$ cat config.mk
export PLATFORM = sky130hd
export DESIGN_NAME = snn_timestep_scheduler
export DESIGN_NICKNAME = d
export VERILOG_FILES = /design/src/rtl/snn_pkg.sv /design/src/rtl/snn_timestep_scheduler_watchdog.sv /design/src/rtl/snn_timestep_scheduler.sv
export SDC_FILE = /design/constraint.sdc
export NUM_CORES = 1
export LEC_CHECK = 0
export CAP_MARGIN = 20
export CORE_AREA = 2 2 92 94
export CTS_CLUSTER_DIAMETER = 30
export CTS_CLUSTER_SIZE = 10
export DETAILED_ROUTE_END_ITERATION = 7
export DIE_AREA = 0 0 94 96
export PLACE_DENSITY = 0.84
export SYNTH_ARGS = -nofsm -noshare
export SYNTH_HDL_FRONTEND = slang
export SYNTH_HIERARCHICAL = 1
export SYNTH_SLANG_ARGS = --single-unit
$ cat constraint.sdc
create_clock -name S_AXI_ACLK -period 4.3 [get_ports S_AXI_ACLK]
set_input_delay 0.86 -clock S_AXI_ACLK [delete_from_list [all_inputs] [get_ports S_AXI_ACLK]]
set_output_delay 0.86 -clock S_AXI_ACLK [all_outputs]
set_load 0.05 [all_outputs]
$ cat src/rtl/snn_pkg.sv
// Shared types and constants for the SNN timestep scheduler.
// Status-bit positions match the config-register read mux.
package snn_pkg;

  localparam int SNN_STEP_W = 32;

  localparam int STAT_BUSY_BIT    = 0;
  localparam int STAT_DONE_BIT    = 1;
  localparam int STAT_CFG_ERR_BIT = 2;
  localparam int STAT_TMO_ERR_BIT = 3;

  typedef enum logic [2:0] {
    S_IDLE,
    S_CLEAR,
    S_SPIKE,
    S_LSTART,
    S_LWAIT,
    S_STEP_END
  } sched_state_t;

endpackage

$ cat src/rtl/snn_timestep_scheduler_watchdog.sv
// Per-layer watchdog: loaded on layer start, counts while waiting.
// Built only when SNN_SCHED_TIMEOUT_EN is defined.
module snn_sched_watchdog #(
  parameter int LIMIT = 1024
) (
  input  logic clk_i,
  input  logic rst_ni,
  input  logic load_i,
  input  logic en_i,
  output logic expire_o
);

  localparam int W = $clog2(LIMIT + 1) + 1;

  logic [W-1:0] cnt_q;

  // Load with 1 so the layer-start cycle counts toward the limit.
  always_ff @(posedge clk_i) begin
    if (!rst_ni) begin
      cnt_q <= '0;
    end else if (load_i) begin
      cnt_q <= W'(1);
    end else if (en_i && !expire_o) begin
      cnt_q <= cnt_q + W'(1);
    end
  end

  assign expire_o = en_i && (cnt_q >= W'(LIMIT - 1));

endmodule

$ cat src/rtl/snn_timestep_scheduler.sv
// Inference-run sequencer: clear, then per timestep spike-advance and layers.
// Optional per-layer watchdog enabled by SNN_SCHED_TIMEOUT_EN.
module snn_timestep_scheduler
  import snn_pkg::*;
#(
  parameter int NUM_LAYERS     = 2,
  parameter int STEP_W         = SNN_STEP_W,
  parameter int TIMEOUT_CYCLES = 1024
) (
  input  logic                  S_AXI_ACLK,
  input  logic                  S_AXI_ARESETN,
  input  logic                  start,
  input  logic                  stop,
  input  logic [STEP_W-1:0]     num_steps,
  input  logic                  mem_sel,
  input  logic [NUM_LAYERS-1:0] layer_done,
  output logic                  neuron_clr,
  output logic                  spike_step,
  output logic [NUM_LAYERS-1:0] layer_start,
  output logic                  busy,
  output logic                  done,
  output logic                  cfg_err,
  output logic                  timeout_err,
  output logic [STEP_W-1:0]     step_count
);

  localparam int IW = (NUM_LAYERS > 1) ? $clog2(NUM_LAYERS) : 1;
  localparam logic [IW-1:0] LAST = IW'(NUM_LAYERS - 1);

  sched_state_t          state_q;
  logic [IW-1:0]         idx_q;
  logic [STEP_W-1:0]     steps_q;
  logic [STEP_W-1:0]     cnt_q;
  logic [STEP_W-1:0]     cnt_d;
  logic [NUM_LAYERS-1:0] ls_q;
  logic                  clr_q;
  logic                  spk_q;
  logic                  busy_q;
  logic                  done_q;
  logic                  cfg_q;
  logic                  tmo_q;
  logic                  wd_expire;

  assign cnt_d = cnt_q + STEP_W'(1);

`ifdef SNN_SCHED_TIMEOUT_EN
  snn_sched_watchdog #(
    .LIMIT(TIMEOUT_CYCLES)
  ) u_wd (
    .clk_i   (S_AXI_ACLK),
    .rst_ni  (S_AXI_ARESETN),
    .load_i  (state_q == S_LSTART),
    .en_i    (state_q == S_LWAIT),
    .expire_o(wd_expire)
  );
`else
  assign wd_expire = 1'b0;
`endif

  always_ff @(posedge S_AXI_ACLK) begin
    if (!S_AXI_ARESETN) begin
      state_q <= S_IDLE;
      idx_q   <= '0;
      steps_q <= '0;
      cnt_q   <= '0;
      ls_q    <= '0;
      clr_q   <= 1'b0;
      spk_q   <= 1'b0;
      busy_q  <= 1'b0;
      done_q  <= 1'b0;
      cfg_q   <= 1'b0;
      tmo_q   <= 1'b0;
    end else begin
      clr_q <= 1'b0;
      spk_q <= 1'b0;
      ls_q  <= '0;
      if (state_q != S_IDLE && stop) begin
        state_q <= S_IDLE;
        busy_q  <= 1'b0;
      end else begin
        unique case (state_q)
          S_IDLE: begin
            if (start && !stop) begin
              if (mem_sel) begin
                cfg_q <= 1'b1;
              end else if (num_steps == '0) begin
                done_q <= 1'b1;
              end else begin
                steps_q <= num_steps;
                cnt_q   <= '0;
                done_q  <= 1'b0;
                cfg_q   <= 1'b0;
                tmo_q   <= 1'b0;
                busy_q  <= 1'b1;
                clr_q   <= 1'b1;
                state_q <= S_CLEAR;
              end
            end
          end
          S_CLEAR: begin
            spk_q   <= 1'b1;
            state_q <= S_SPIKE;
          end
          S_SPIKE: begin
            idx_q   <= '0;
            ls_q    <= NUM_LAYERS'(1);
            state_q <= S_LSTART;
          end
          S_LSTART: begin
            state_q <= S_LWAIT;
          end
          S_LWAIT: begin
            if (layer_done[idx_q]) begin
              if (idx_q == LAST) begin
                state_q <= S_STEP_END;
              end else begin
                idx_q   <= idx_q + IW'(1);
                ls_q    <= NUM_LAYERS'(1) << (idx_q + IW'(1));
                state_q <= S_LSTART;
              end
            end else if (wd_expire) begin
              tmo_q   <= 1'b1;
              busy_q  <= 1'b0;
              state_q <= S_IDLE;
            end
          end
          S_STEP_END: begin
            cnt_q <= cnt_d;
            if (cnt_d == steps_q) begin
              done_q  <= 1'b1;
              busy_q  <= 1'b0;
              state_q <= S_IDLE;
            end else begin
              spk_q   <= 1'b1;
              state_q <= S_SPIKE;
            end
          end
          default: begin
            busy_q  <= 1'b0;
            state_q <= S_IDLE;
          end
        endcase
      end
    end
  end

  assign neuron_clr  = clr_q;
  assign spike_step  = spk_q;
  assign layer_start = ls_q;
  assign busy        = busy_q;
  assign done        = done_q;
  assign cfg_err     = cfg_q;
  assign timeout_err = tmo_q;
  assign step_count  = cnt_q;

endmodule

==> impl_results.md, run 1 <==
* Setup ws final at 0.964 ns
* Worst-skew pair later-pin latency at 0.36 ns
* CP Class: reg -> reg
* Pre-CTS setup slack at 0.643 ns
* R2R Setup Slk at 0.96 ns
* Vias in the first global route at 4277
* Worst Path Arrival at 3.59 ns
* Total gr overflow at 0
* Ant diodes at 0
* Final wirelength at 12700 um
* Min-Delay Endpoint: steps_q[24]$_SDFFE_PN0P_
* Nets at 678
* Die W at 94 um
* Die ar. at 0.00902 mm2
* CTS max path bufs at 2
* Initial antenna violation count at 0
* Layout cells sized above 1 at 5.75%
* Synth cell types at 53
* Cell Area, Synth at 0.00451 mm2
* Worst-Margin Slew at 0.949 ns
* Drt wl/cell at 17.0 um
* TritonCTS clock tree: done
* Routed wl met2 at 6070 um
* Avg Vias per Cell at 6.10
* Pleak at 0.00175 uW
* Fin cells at 748
* Worst setup SP type: flop
* Syn. warnings at 6
* Sum of negative setup slack at 0 ns
* Most frequent cells in the layout: nand2_1, clkdlybuf4s50_1, dfxtp_1
* Main synth FF type: dfxtp_1
* Final Slew Violations at 0
* Dpl cells at 732
* DRC at 0
* CTS H-tree lvls at 3
* FFs w/ async S/R, synth at 0%
* Area grow syn2layout at 21.6%
* Drt pass-1 iters at 5
* Period utilization at 77.6%
* Row cnt at 33
* Relative slew slack at 36.5%
* Final setup viols at 0
* DR vias at 4563
* Worst path cell trace: ha_1 -> nand3_1 -> nor4_1 -> nand4_1 -> xnor2_1 -> nand4_1 -> nor4_2 -> nand4_2 -> a211o_1
* Largest net degree at the start of global routing at 39
* Avg Inst Size Synth at 7.71 um2
* Post-DP HPWL at 9280 um
* Register area share after synthesis at 33.3%
* Met3 Routed Length at 1100 um
* Period minus WS final at 3.34 ns
* CP max FO at 11
* Required time worst endpoint at 4.55 ns
* Final Skew at 0.0102 ns
* Pwr/cell area at 313 mW/mm2
* Cts hold-fix bufs at 0
* Cts repair resizes at 0
* Top layer used by detailed routing: met4
* GPL Wtd Cong at 0.987
* RSZ-0062 raised after global routing: no
* Path type of the worst min-delay path: reg -> reg
* I/O pin count at 79
* Status: finished clean
* Worst Setup End Kind: flop
* Total track usage at 29.1%
* Max Cap Viol at 0
* CTS buffer count at 9
* Core area at 0.00805 mm2
* Most used cell, CP: nand4_1
* Worst R2R Start: step_count[0]$_SDFFE_PN0P_
* Root buffer cell: clkbuf_8
* Mapped Nets at 625
* Post-route ant nets at 0
* Critical-path top delay cell: nor4_1
* Hold path depth at 2
* Starting Density at 56.0%
* Reg2Reg Depth at 9
* Syn Inst Count at 585
* Buffers added on ports at 77
* Most common cell after layout, fill and taps aside: nand2_1
* Hold Path Origin: steps_q[24]$_SDFFE_PN0P_
* First-pass GRT wire length at 20500 um
* Die Y at 96 um
* Final Hold Vio Count at 0
* Post-CTS Setup Bufs at 0
* Worst-path clk slew at 0.08 ns
* Detailed router's first-iteration violation count at 343
* Yosys reg bits at 75
* Min Hold Slack at 0.480 ns
* DRT met1 WL at 5210 um
* Worst r2r dst: state_q[1]$_SDFFE_PP0P_
* VDD IR-drop max at 0.235 mV
* Crit-path max cell delay at 0.58 ns
* Post-synth EDFFs at 0
* Sink Count at 75
* Max Freq at 300 MHz
==> critical path, delay by kind of cell (launching register included) <==
family / cells / cell delay, ns
compound gates: 1 / 0.31
xor+xnor: 1 / 0.21
fa+ha+maj: 1 / 0.30
flops: 1 / 0.51
simple gates: 6 / 1.89
==> cells by family (layout without fill, tap and decap cells) <==
logic type      Yosys count  in the layout  share of synthesized area [%]
fa+ha+maj                 1              1                          0.278
buf+inv                  47            105                           5.72
other cells               1              1                         0.0832
simple gates            280            280                           31.7
flops                    75             75                           33.3
xor+xnor                 45             45                           8.74
mux                       3              3                          0.694
compound gates          133            133                           19.5
==> cells in the mapped netlist, types with 2 or more instances <==
master | count | area (um2)
nand4_1 | 19 | 119
a21boi_0 | 43 | 323
o31ai_1 | 3 | 22.5
or4_1 | 3 | 22.5
inv_1 | 4 | 15.0
xnor2_1 | 30 | 263
mux2i_1 | 2 | 20.0
o211a_1 | 2 | 20.0
nand2_1 | 117 | 439
and4_1 | 5 | 43.8
a2111oi_0 | 2 | 17.5
a211oi_1 | 3 | 22.5
and2_1 | 9 | 56.3
or3_1 | 3 | 18.8
nor3b_1 | 5 | 37.5
o21ai_0 | 35 | 175
nand3b_1 | 4 | 30.0
dfxtp_1 | 75 | 1500
nand4_2 | 2 | 25.0
nor3_1 | 28 | 140
nor2_1 | 19 | 71.3
a21oi_1 | 21 | 105
o211ai_1 | 3 | 22.5
and3_1 | 5 | 31.3
xor2_1 | 15 | 131
o2111ai_1 | 2 | 17.5
nor4_1 | 20 | 125
buf_4 | 9 | 67.6
nor4b_1 | 2 | 17.5
clkbuf_2 | 2 | 10.0
nor2b_1 | 20 | 125
clkbuf_1 | 26 | 97.6
nand3_1 | 10 | 50.1
o21a_1 | 12 | 90.1
buf_6 | 5 | 56.3
or2_2 | 3 | 18.8
==> stage by stage <==
stage               util (%)  instance area, um2  total power (uW)
floorplan                  -                4510               985
global placement        65.1                5240              1070
detailed placement      65.1                5240              1080
CTS                     68.1                5480              1720
global route            68.1                5480              1790
finish                  68.1                5480              1720
==> area by class of cell <==
cell class	instances	area, um2
clock buffers	13	169
clock inverters	3	68.8
fillers	703	2570
inverters	4	15.0
multi-input cells	463	2760
flip-flops and latches	75	1500
well taps	105	131
repair buffers	85	831
==> registers in the layout, summed over array words and instances, names as in the netlist <==
name,flops
cfg_err,1
state_q,3
neuron_clr,1
steps_q,32
layer_start,2
step_count,32
busy,1
done,1
spike_step,1
idx_q,1
==> worst max path at each step <==
stage | from | endpoint | slack (ns) | cells past startpoint
floorplan | step_count[3]$_SDFFE_PN0P_ | state_q[1]$_SDFFE_PP0P_ | 1.14 | 10
global placement | num_steps[6] | done$_SDFFE_PN0P_ | 0.75 | 8
detailed placement | num_steps[6] | steps_q[23]$_SDFFE_PN0P_ | 0.64 | 8
CTS | num_steps[6] | steps_q[23]$_SDFFE_PN0P_ | 0.99 | 8
global route | step_count[0]$_SDFFE_PN0P_ | state_q[1]$_SDFFE_PP0P_ | 0.83 | 9
finish | step_count[0]$_SDFFE_PN0P_ | state_q[1]$_SDFFE_PP0P_ | 0.96 | 9
==> power by group <==
part | total (uW) | switching, uW | internal (uW) | leakage (uW)
Combinational | 287 | 156 | 131 | 0.00103
Clock | 648 | 272 | 376 | 0.000120
Sequential | 782 | 54.2 | 728 | 0.000607
Total | 1720 | 482 | 1230 | 0.00175
==> per-layer routing <==
metal,track usage [%],up-vias
met5,0,-
li1,-,2167
met3,6.50,37
met4,11.1,0
met2,48.8,233
met1,36.7,2126
Power figures use the tool's default switching activity.
==> run 2: changes to the inputs <==
Settings changed: CORE_AREA 2 2 92 94 to 2 2 100 102, DIE_AREA 0 0 94 96 to 0 0 102 104, PLACE_DENSITY 0.84 to 0.76.
Clock period 4.3 ns to 2.8 ns, I/O delays scaled along.
==> impl_results.md, run 2 (synthesis results as in run 1) <==
* Root buffer cell: clkbuf_8 (unchanged)
* Critical-path top delay cell: a2111oi_0 (was nor4_1)
* Dpl cells at 796 (was 732)
* Worst setup SP type: flop (unchanged)
* Final setup viols at 0 (unchanged)
* Area grow syn2layout at 33.1% (was 21.6%)
* Drt pass-1 iters at 5 (unchanged)
* CTS buffer count at 9 (unchanged)
* CP max FO at 6 (was 11)
* Vias in the first global route at 4340 (was 4277)
* RSZ-0062 raised after global routing: yes (was no)
* Post-DP HPWL at 9870 um (was 9280 um)
* Most common cell after layout, fill and taps aside: nand2_1 (unchanged)
* DR vias at 4700 (was 4563)
* Total track usage at 25.9% (was 29.1%)
* Internal at 1660 uW (was 1230 uW)
* Cts hold-fix bufs at 0 (unchanged)
* Worst-skew pair later-pin latency at 0.36 ns (about the same)
* Largest net degree at the start of global routing at 54 (was 39)
* Drt wl/cell at 16.6 um (was 17.0 um)
* Sequential power share at 48.3% (was 45.5%)
* Comb power frac at 18.9% (was 16.7%)
* Initial antenna violation count at 0 (unchanged)
* Layout cells sized above 1 at 16.4% (was 5.75%)
* Worst Path Arrival at 3.03 ns (was 3.59 ns)
* Core area at 0.00955 mm2 (was 0.00805 mm2)
* Final Skew at 0.0153 ns (was 0.0102 ns)
* Pleak at 0.00203 uW (was 0.00175 uW)
* Sum of negative setup slack at 0 ns (unchanged)
* Clk pwr share at 32.9% (was 37.7%)
* Max Cap Viol at 0 (unchanged)
* Post-route ant nets at 0 (unchanged)
* VDD IR-drop max at 0.437 mV (was 0.235 mV)
* Die ar. at 0.0106 mm2 (was 0.00902 mm2)
* Fillers at 874 (was 703)
* Total gr overflow at 0 (unchanged)
* Final Hold Vio Count at 0 (unchanged)
* Path type of the worst min-delay path: reg -> reg (unchanged)
* Final wirelength at 13700 um (was 12700 um)
* Row cnt at 36 (was 33)
* Worst-path clk slew at 0.10 ns (was 0.08 ns)
* CTS max path bufs at 2 (unchanged)
* Status: finished clean (unchanged)
* Period minus WS final at 2.79 ns (was 3.34 ns)
* I/O pin count at 79 (unchanged)
* Final Slew Violations at 0 (unchanged)
* Relative slew slack at 37.8% (was 36.5%)
* Max Freq at 359 MHz (was 300 MHz)
* Most frequent cells in the layout: nand2_1, clkdlybuf4s50_1, dfxtp_1 (unchanged)
* Crit-path max cell delay at 0.52 ns (was 0.58 ns)
* Worst Setup End Kind: flop (unchanged)
* Worst path cell trace: buf_4 -> nand4_1 -> o21ai_0 -> o211ai_1 -> a2111oi_0 -> o2111ai_1 -> nor4_2 -> nand4_2 -> a211o_1 (was ha_1 -> nand3_1 -> nor4_1 -> nand4_1 -> xnor2_1 -> nand4_1 -> nor4_2 -> nand4_2 -> a211o_1)
* Sink Count at 75 (unchanged)
* CTS H-tree lvls at 3 (unchanged)
* DRC at 0 (unchanged)
* TritonCTS clock tree: done (unchanged)
* Buffers added on ports at 77 (unchanged)
* Fin cells at 828 (was 748)
* Die W at 102 um (was 94 um)
* Ant diodes at 0 (unchanged)
* Starting Density at 47.2% (was 56.0%)
* Switching power at 808 uW (was 482 uW)
* Period utilization at 99.6% (was 77.6%)
* Pwr/cell area at 411 mW/mm2 (was 313 mW/mm2)
* Detailed router's first-iteration violation count at 313 (was 343)
* CP Class: reg -> reg (unchanged)
* Avg Vias per Cell at 5.68 (was 6.10)
* Die Y at 104 um (was 96 um)
* Required time worst endpoint at 3.04 ns (was 4.55 ns)
* Worst-Margin Slew at 0.925 ns (was 0.949 ns)
* Sw Ratio at 32.8% (was 28.1%)
* GPL Wtd Cong at 0.902 (was 0.987)
* First-pass GRT wire length at 21800 um (was 20500 um)
* Nets at 730 (was 678)
==> run 2: cell count changes in the layout (fill, tap and decap cells not counted), sizes merged <==
cell      before  now
bufinv         2    0
inv            4    8
clkbuf        13    9
buf            8   60
clkinvlp       0    1
clkinv         1    2
==> run 2: final cells by class <==
| type | instances | area [um2] | share of cell area, % |
|---|---|---|---|
| multi-input combinational | 463 | 2820 | 47.0 |
| sequential | 75 | 1560 | 26.0 |
| timing repair buffer | 137 | 1260 | 21.0 |
| tap | 133 | 166 | 2.77 |
| clock buffer | 9 | 124 | 2.06 |
| clock inverter | 7 | 57.6 | 0.959 |
| inverter | 4 | 15.0 | 0.250 |
==> run 2: metal layers <==
metal,GRT usage (%),up-vias,share of wire (%)
met5,0,-,0
met4,8.10,0,2.2
met3,5.24,23,7.9
met2,39.8,217,45
met1,36.3,2176,45
li1,-,2284,-
==> run 2: critical path: cells and delay by family (launching register included) <==
| kind | cells | cell delay [ns] |
|---|---|---|
| simple gates | 3 | 0.68 |
| buf+inv | 1 | 0.14 |
| compound gates | 5 | 1.45 |
| flops | 1 | 0.38 |
==> run 2: power by group through the flow <==
stage | clock, uW | sequential [uW] | combinational, uW
after global placement | 0 | 1210 | 448
after CTS | 822 | 1190 | 461
after floorplan | 0 | 1200 | 302
final | 810 | 1190 | 465
after global routing | 863 | 1200 | 508
after detailed placement | 0 | 1220 | 458
==> run 2: final timing paths <==
path | cells past startpoint | from | end | slack (ns)
min | 2 | steps_q[11]$_SDFFE_PN0P_ | steps_q[11]$_SDFFE_PN0P_ | 0.48
max reg2reg | 9 | step_count[7]$_SDFFE_PN0P_ | state_q[1]$_SDFFE_PP0P_ | 0.01
max | 9 | step_count[7]$_SDFFE_PN0P_ | state_q[1]$_SDFFE_PP0P_ | 0.01
min reg2reg | 2 | steps_q[11]$_SDFFE_PN0P_ | steps_q[11]$_SDFFE_PN0P_ | 0.48
==> run 2: metrics by stage <==
stage / setup slack (ns) / instance area (um2) / hold slack [ns] / util, % / power (uW)
CTS: 0.00221 / 5830 / 0.485 / 61.1 / 2470
finish: 0.0117 / 6000 / 0.480 / 62.8 / 2460
floorplan: 0.0161 / 4590 / 0.455 / - / 1500
detailed placement: -0.171 / 5650 / 0.472 / 59.1 / 1670
global route: -0.0580 / 6000 / 0.512 / 62.8 / 2570
global placement: -0.0354 / 5650 / 0.464 / 59.1 / 1660
==> run 2: timing repair <==
item | 4_1_cts | 5_1_grt
setup endpoints to repair | 2 | 4
setup buffers | 0 | 16
pin swaps | 1 | 6
gates resized for setup | 1 | 11
